**src/rtl/demux_edge_counter.sv**
```systemverilog
// Monitors the demux output lines: synchronises them, counts rising edges per channel
// with saturating counters, decodes the single active channel and serves count reads.
module demux_edge_counter #(
    parameter int unsigned NCH   = 8,
    parameter int unsigned SEL_W = 3,
    parameter int unsigned CNT_W = 8
) (
    input  logic             clk,
    input  logic             reset,
    input  logic [NCH-1:0]   din,
    input  logic             clear,
    input  logic             rd_req,
    input  logic [SEL_W-1:0] rd_ch,
    output logic             rd_ack,
    output logic [CNT_W-1:0] rd_data,
    output logic             rd_sat,
    output logic [SEL_W-1:0] active_ch,
    output logic             active_valid,
    output logic             err_multi
);

    localparam logic [CNT_W-1:0] CNT_MAX = {CNT_W{1'b1}};
    localparam logic [CNT_W-1:0] CNT_PRE = CNT_MAX - CNT_W'(1);

    typedef enum logic [1:0] {
        ST_IDLE    = 2'd0,
        ST_CAPTURE = 2'd1,
        ST_RESP    = 2'd2
    } rd_state_e;

    logic [NCH-1:0]   s1_q, s2_q, s3_q;
    logic [NCH-1:0]   rise;
    logic [CNT_W-1:0] cnt_q [NCH];
    logic [CNT_W-1:0] cnt_d [NCH];
    logic [NCH-1:0]   sat_q, sat_d;

    logic             hot_one, hot_multi, hot_single;
    logic [SEL_W-1:0] hot_idx;
    logic             active_valid_q;
    logic [SEL_W-1:0] active_ch_q;
    logic             err_multi_q, err_multi_d;

    rd_state_e        state_q, state_d;
    logic [SEL_W-1:0] ch_q, ch_d;
    logic [CNT_W-1:0] rd_data_q, rd_data_d;
    logic             rd_sat_q, rd_sat_d;
    logic             rd_ack_q, rd_ack_d;
    logic [CNT_W-1:0] sel_cnt;
    logic             sel_sat;

    // Two-flop synchroniser plus history flop for edge detection
    always_ff @(posedge clk or posedge reset) begin
        if (reset) begin
            s1_q <= '0;
            s2_q <= '0;
            s3_q <= '0;
        end else begin
            s1_q <= din;
            s2_q <= s1_q;
            s3_q <= s2_q;
        end
    end

    assign rise = s2_q & ~s3_q;

    // Saturating edge counters; clear overrides any same-cycle edge
    always_comb begin
        sat_d = sat_q;
        for (int unsigned k = 0; k < NCH; k++) begin
            cnt_d[k] = cnt_q[k];
        end
        if (clear) begin
            sat_d = '0;
            for (int unsigned k = 0; k < NCH; k++) begin
                cnt_d[k] = '0;
            end
        end else begin
            for (int unsigned k = 0; k < NCH; k++) begin
                if (rise[k]) begin
                    if (cnt_q[k] != CNT_MAX) begin
                        cnt_d[k] = cnt_q[k] + CNT_W'(1);
                    end
                    if (cnt_q[k] >= CNT_PRE) begin
                        sat_d[k] = 1'b1;
                    end
                end
            end
        end
    end

    always_ff @(posedge clk or posedge reset) begin
        if (reset) begin
            sat_q <= '0;
            for (int unsigned k = 0; k < NCH; k++) begin
                cnt_q[k] <= '0;
            end
        end else begin
            sat_q <= sat_d;
            for (int unsigned k = 0; k < NCH; k++) begin
                cnt_q[k] <= cnt_d[k];
            end
        end
    end

    always_comb begin
        hot_one   = 1'b0;
        hot_multi = 1'b0;
        hot_idx   = '0;
        for (int unsigned k = 0; k < NCH; k++) begin
            if (s2_q[k]) begin
                if (hot_one) begin
                    hot_multi = 1'b1;
                end
                hot_one = 1'b1;
                hot_idx = SEL_W'(k);
            end
        end
    end

    assign hot_single  = hot_one & ~hot_multi;
    assign err_multi_d = clear ? 1'b0 : (err_multi_q | hot_multi);

    // active_ch keeps its last one-hot index while idle or multi-hot
    always_ff @(posedge clk or posedge reset) begin
        if (reset) begin
            active_valid_q <= 1'b0;
            active_ch_q    <= '0;
            err_multi_q    <= 1'b0;
        end else begin
            active_valid_q <= hot_single;
            err_multi_q    <= err_multi_d;
            if (hot_single) begin
                active_ch_q <= hot_idx;
            end
        end
    end

    // Out-of-range channel indices match no counter and read back as zero
    always_comb begin
        sel_cnt = '0;
        sel_sat = 1'b0;
        for (int unsigned k = 0; k < NCH; k++) begin
            if (ch_q == SEL_W'(k)) begin
                sel_cnt = cnt_q[k];
                sel_sat = sat_q[k];
            end
        end
    end

    always_comb begin
        state_d   = state_q;
        ch_d      = ch_q;
        rd_data_d = rd_data_q;
        rd_sat_d  = rd_sat_q;
        rd_ack_d  = 1'b0;
        case (state_q)
            ST_IDLE: begin
                if (rd_req) begin
                    ch_d    = rd_ch;
                    state_d = ST_CAPTURE;
                end
            end
            ST_CAPTURE: begin
                rd_data_d = sel_cnt;
                rd_sat_d  = sel_sat;
                state_d   = ST_RESP;
            end
            ST_RESP: begin
                rd_ack_d = 1'b1;
                state_d  = ST_IDLE;
            end
            default: begin
                state_d = ST_IDLE;
            end
        endcase
    end

    always_ff @(posedge clk or posedge reset) begin
        if (reset) begin
            state_q   <= ST_IDLE;
            ch_q      <= '0;
            rd_data_q <= '0;
            rd_sat_q  <= 1'b0;
            rd_ack_q  <= 1'b0;
        end else begin
            state_q   <= state_d;
            ch_q      <= ch_d;
            rd_data_q <= rd_data_d;
            rd_sat_q  <= rd_sat_d;
            rd_ack_q  <= rd_ack_d;
        end
    end

    assign rd_ack       = rd_ack_q;
    assign rd_data      = rd_data_q;
    assign rd_sat       = rd_sat_q;
    assign active_ch    = active_ch_q;
    assign active_valid = active_valid_q;
    assign err_multi    = err_multi_q;

endmodule

```
**config.mk**
```make
export PLATFORM = sky130hd
export DESIGN_NAME = demux_edge_counter
export DESIGN_NICKNAME = d
export VERILOG_FILES = /design/src/rtl/demux_edge_counter.sv
export SDC_FILE = /design/constraint.sdc
export NUM_CORES = 1
export LEC_CHECK = 0
export BUFFER_PORTS_ARGS = -buffer_cell sky130_fd_sc_hd__buf_2
export CAP_MARGIN = 0
export CORE_MARGIN = 2
export CORE_UTILIZATION = 45
export DETAILED_ROUTE_END_ITERATION = 12
export SYNTH_ARGS = -nofsm -noshare
export SYNTH_HDL_FRONTEND = slang
export SYNTH_SLANG_ARGS = --single-unit
export TNS_END_PERCENT = 10
```
**constraint.sdc**
```tcl
create_clock -name clk -period 7 [get_ports clk]
set_clock_uncertainty 0.05 [all_clocks]
set_input_delay 0.7 -clock clk [delete_from_list [all_inputs] [get_ports clk]]
set_output_delay 0.7 -clock clk [all_outputs]
set_load 0.02 [all_outputs]
```
==> flow_summary.yaml <==
outcome:
  status: "complete, no violations"
sta:
  worst_pin_slew_ns: 1.259
  fin_tns_setup_ns: 0
  relSlewSlack_pct: 15.38
  finalSetupViolations: 0
  min_period_ns: 2.313
  rsz0062_at_grt: "no"
  max_freq_ghz: 0.4323
  slew_violations: 0
  setup_ws_ns: 4.687
  hold_viol: 0
  finalCritPeriodShare_pct: 33.05
critical_path:
  end_kind: "flop"
  critPathSlowestCell: "o31ai_1"
  startpoint: "cnt_q[57]"
  arrival_ns: 2.60
  cp.depth: 5
  reg2reg_depth: 5
  cp_cell_sequence: "ha_1, inv_1, o31ai_1, o21ai_0, a21oi_1"
  path_class: "flop to flop"
  rr_startpoint: "cnt_q[57]"
  setup.worst_path.end: "cnt_q[59]"
  critical_path.max_stage_delay_ns: 1.03
  cp.required_ns: 7.28
  path_buf_inv: 1
  critical-path-top-delay-family: "compound AO/OA/AOI/OAI gates"
  r2r-end: "cnt_q[59]"
  cp_max_fo: 12
  startpoint_type: "flop"
  r2r_setup_slack_ns: 4.69
place:
  pre_cts_ws_ns: 4.707
  placed_area_mm2: 0.006386
  portBuffers: 29
  gp_congestion: 0.9095
  dp_hpwl_mm: 9.257
clock_tree:
  holdBufCountCts: 0
  cts-htree-levels: 4
  clock_latency_ns: 0.42
  clockBufferDepth: 2
  cts_resized: 0
  clk_pin_slew_worst_paths_ns: 0.05
  numClockSinks: 116
  numCtsBuffers: 17
  cts_setup_buffers: 0
  cts_tree: "yes"
  cts-root-buf: "clkbuf_16"
yosys:
  synth_edf_count: 0
  async_reset_ff_share_pct: 100.0
  syn_area_per_cell_um2: 10.12
  yosysWarnings: 0
  synth.yosys.seq_area_share_pct: 47.27
  synth_cell_types: 66
  synthCells: 607
  ys.flop_type: "dfrtp_1"
  ys_ff_latch: 116
  synthesis.area_mm2: 0.006141
  syn_nets: 638
finish:
  fin_area_mm2: 0.007012
  area_growth_pct: 14.18
  drive_gt1_share_pct: 14.49
  layout_commonest_cell: "dfrtp_1"
  diodes: 0
  final_cell_mix: "dfrtp_1, nor2_1, o21ai_0, buf_2"
  num-nets-final: 661
  post-route-util_pct: 52.74
floorplanning:
  ios: 30
  die_area_mm2: 0.01460
  rows: 42
  core-area_mm2: 0.01330
  die_w_um: 120.8
  chipHeight_um: 120.8
  initial_core_util_pct: 46.19
power_and_ir_drop:
  p_leak_nw: 3.041
  powerDensity_mw_per_mm2: 272.9
  ir_drop_mv: 0.1800
drt:
  drtPass1Iterations: 5
  postRouteAntennaNets: 0
  drtIter0Drc: 364
  vias: 4672
  wl_per_cell_um: 16.47
  wirelength_mm: 13.47
  detail_route.vias_per_cell: 5.711
  drc_errors: 0
grt:
  grt_max_degree: 87
  first_global_vias: 4469
  grtUsageMet1_pct: 29.21
  grt_util_met3_pct: 4.434
  busiest_layer: "met2"
  track_usage_pct: 20.16
  grt_pass1_wl_mm: 22.59
  overflow: 0
  met2_usage_pct: 29.34
  antenna_found_initial: 0
min_path:
  whs_path_depth: 0
  min_path_type: "flop to flop"
job:
  drv_cap: 0
[worst reg2reg max path: stages (launching register included)]
cell and delay (ns):
dfrtp_1 0.43, ha_1 0.23, inv_1 0.07, o31ai_1 1.03
o21ai_0 0.24, a21oi_1 0.18
[synth_stat cells (8+ instances only)]
library cell | number | area (um^2)
nand2_1 | 20 | 75.07
o21ai_0 | 31 | 155.2
o211ai_1 | 11 | 82.58
dfrtp_1 | 116 | 2903
inv_1 | 15 | 56.30
ha_1 | 16 | 200.2
clkbuf_1 | 13 | 48.80
a21oi_1 | 18 | 90.09
xor2_1 | 14 | 122.6
nand2b_1 | 10 | 62.56
a211oi_1 | 9 | 67.56
nand4_1 | 20 | 125.1
nor2_1 | 89 | 334.1
nor2b_1 | 16 | 100.1
nand3_1 | 20 | 100.1
mux2_2 | 16 | 180.2
a2bb2oi_1 | 8 | 70.07
xnor2_1 | 16 | 140.1
a31oi_1 | 10 | 62.56
mux2i_1 | 15 | 150.1
and4_1 | 8 | 70.07
[sequential cells by signal, summed over array words and instances (netlist names)]
name and cells:
s2_q 8, active_valid 1, s1_q 8, cnt_q 64
ch_q 3, err_multi 1, rd_ack 1, state_q 2
active_ch 3, sat_q 8, s3_q 8, rd_data 8
rd_sat 1
[cell families after synthesis]
| kind of cell | Yosys count | share of synthesized area [%] |
|---|---|---|
| compound gates | 138 | 15.99 |
| flops | 116 | 47.27 |
| mux | 32 | 5.746 |
| fa+ha+maj | 16 | 3.260 |
| buf+inv | 43 | 3.219 |
| simple gates | 232 | 20.23 |
| xor+xnor | 30 | 4.279 |
[stage by stage]
step | hold WS [ns] | total power, W | std cells
2_1_floorplan | 0.2812 | 0.0009486 | 607
3_3_place_gp | 0.2831 | 0.001008 | 787
3_5_place_dp | 0.2889 | 0.001012 | 787
4_1_cts | 0.3010 | 0.001935 | 818
5_1_grt | 0.3103 | 0.001999 | 818
6_report | 0.2979 | 0.001914 | 818
[cell type report]
class                   count  area (um^2)
flip-flops and latches    116         2903
well taps                 176        220.2
repair buffers             31        160.2
clock buffers              22        474.2
fillers                  1207         6284
inverters                  16        62.56
multi-input cells         448         3040
clock inverters             9        151.4
[how the worst min path moves through the flow]
stage / startpoint / endpoint / slack, ns
floorplan: s1_q[0] / s2_q[0] / 0.28
detailed placement: s1_q[6] / s2_q[6] / 0.29
global placement: s1_q[5] / s2_q[5] / 0.28
finish: s1_q[6] / s2_q[6] / 0.30
CTS: s1_q[6] / s2_q[6] / 0.30
global route: s1_q[0] / s2_q[0] / 0.31
[routing by layer]
layer / wire [um] / part of all wire [%]
met1: 6744 / 50
met2: 6006 / 45
met3: 516 / 3.8
met4: 204 / 1.5
met5: 0 / 0
[where the power goes]
part / internal, W / total [W] / leakage, nW / switching [W]
clock network: 0.000619 / 0.000914 / 0.306 / 0.000295
registers: 0.000711 / 0.000785 / 1.53 / 0.0000731
logic: 0.0000951 / 0.000215 / 1.21 / 0.000120
(Power assumes the default switching activity.)
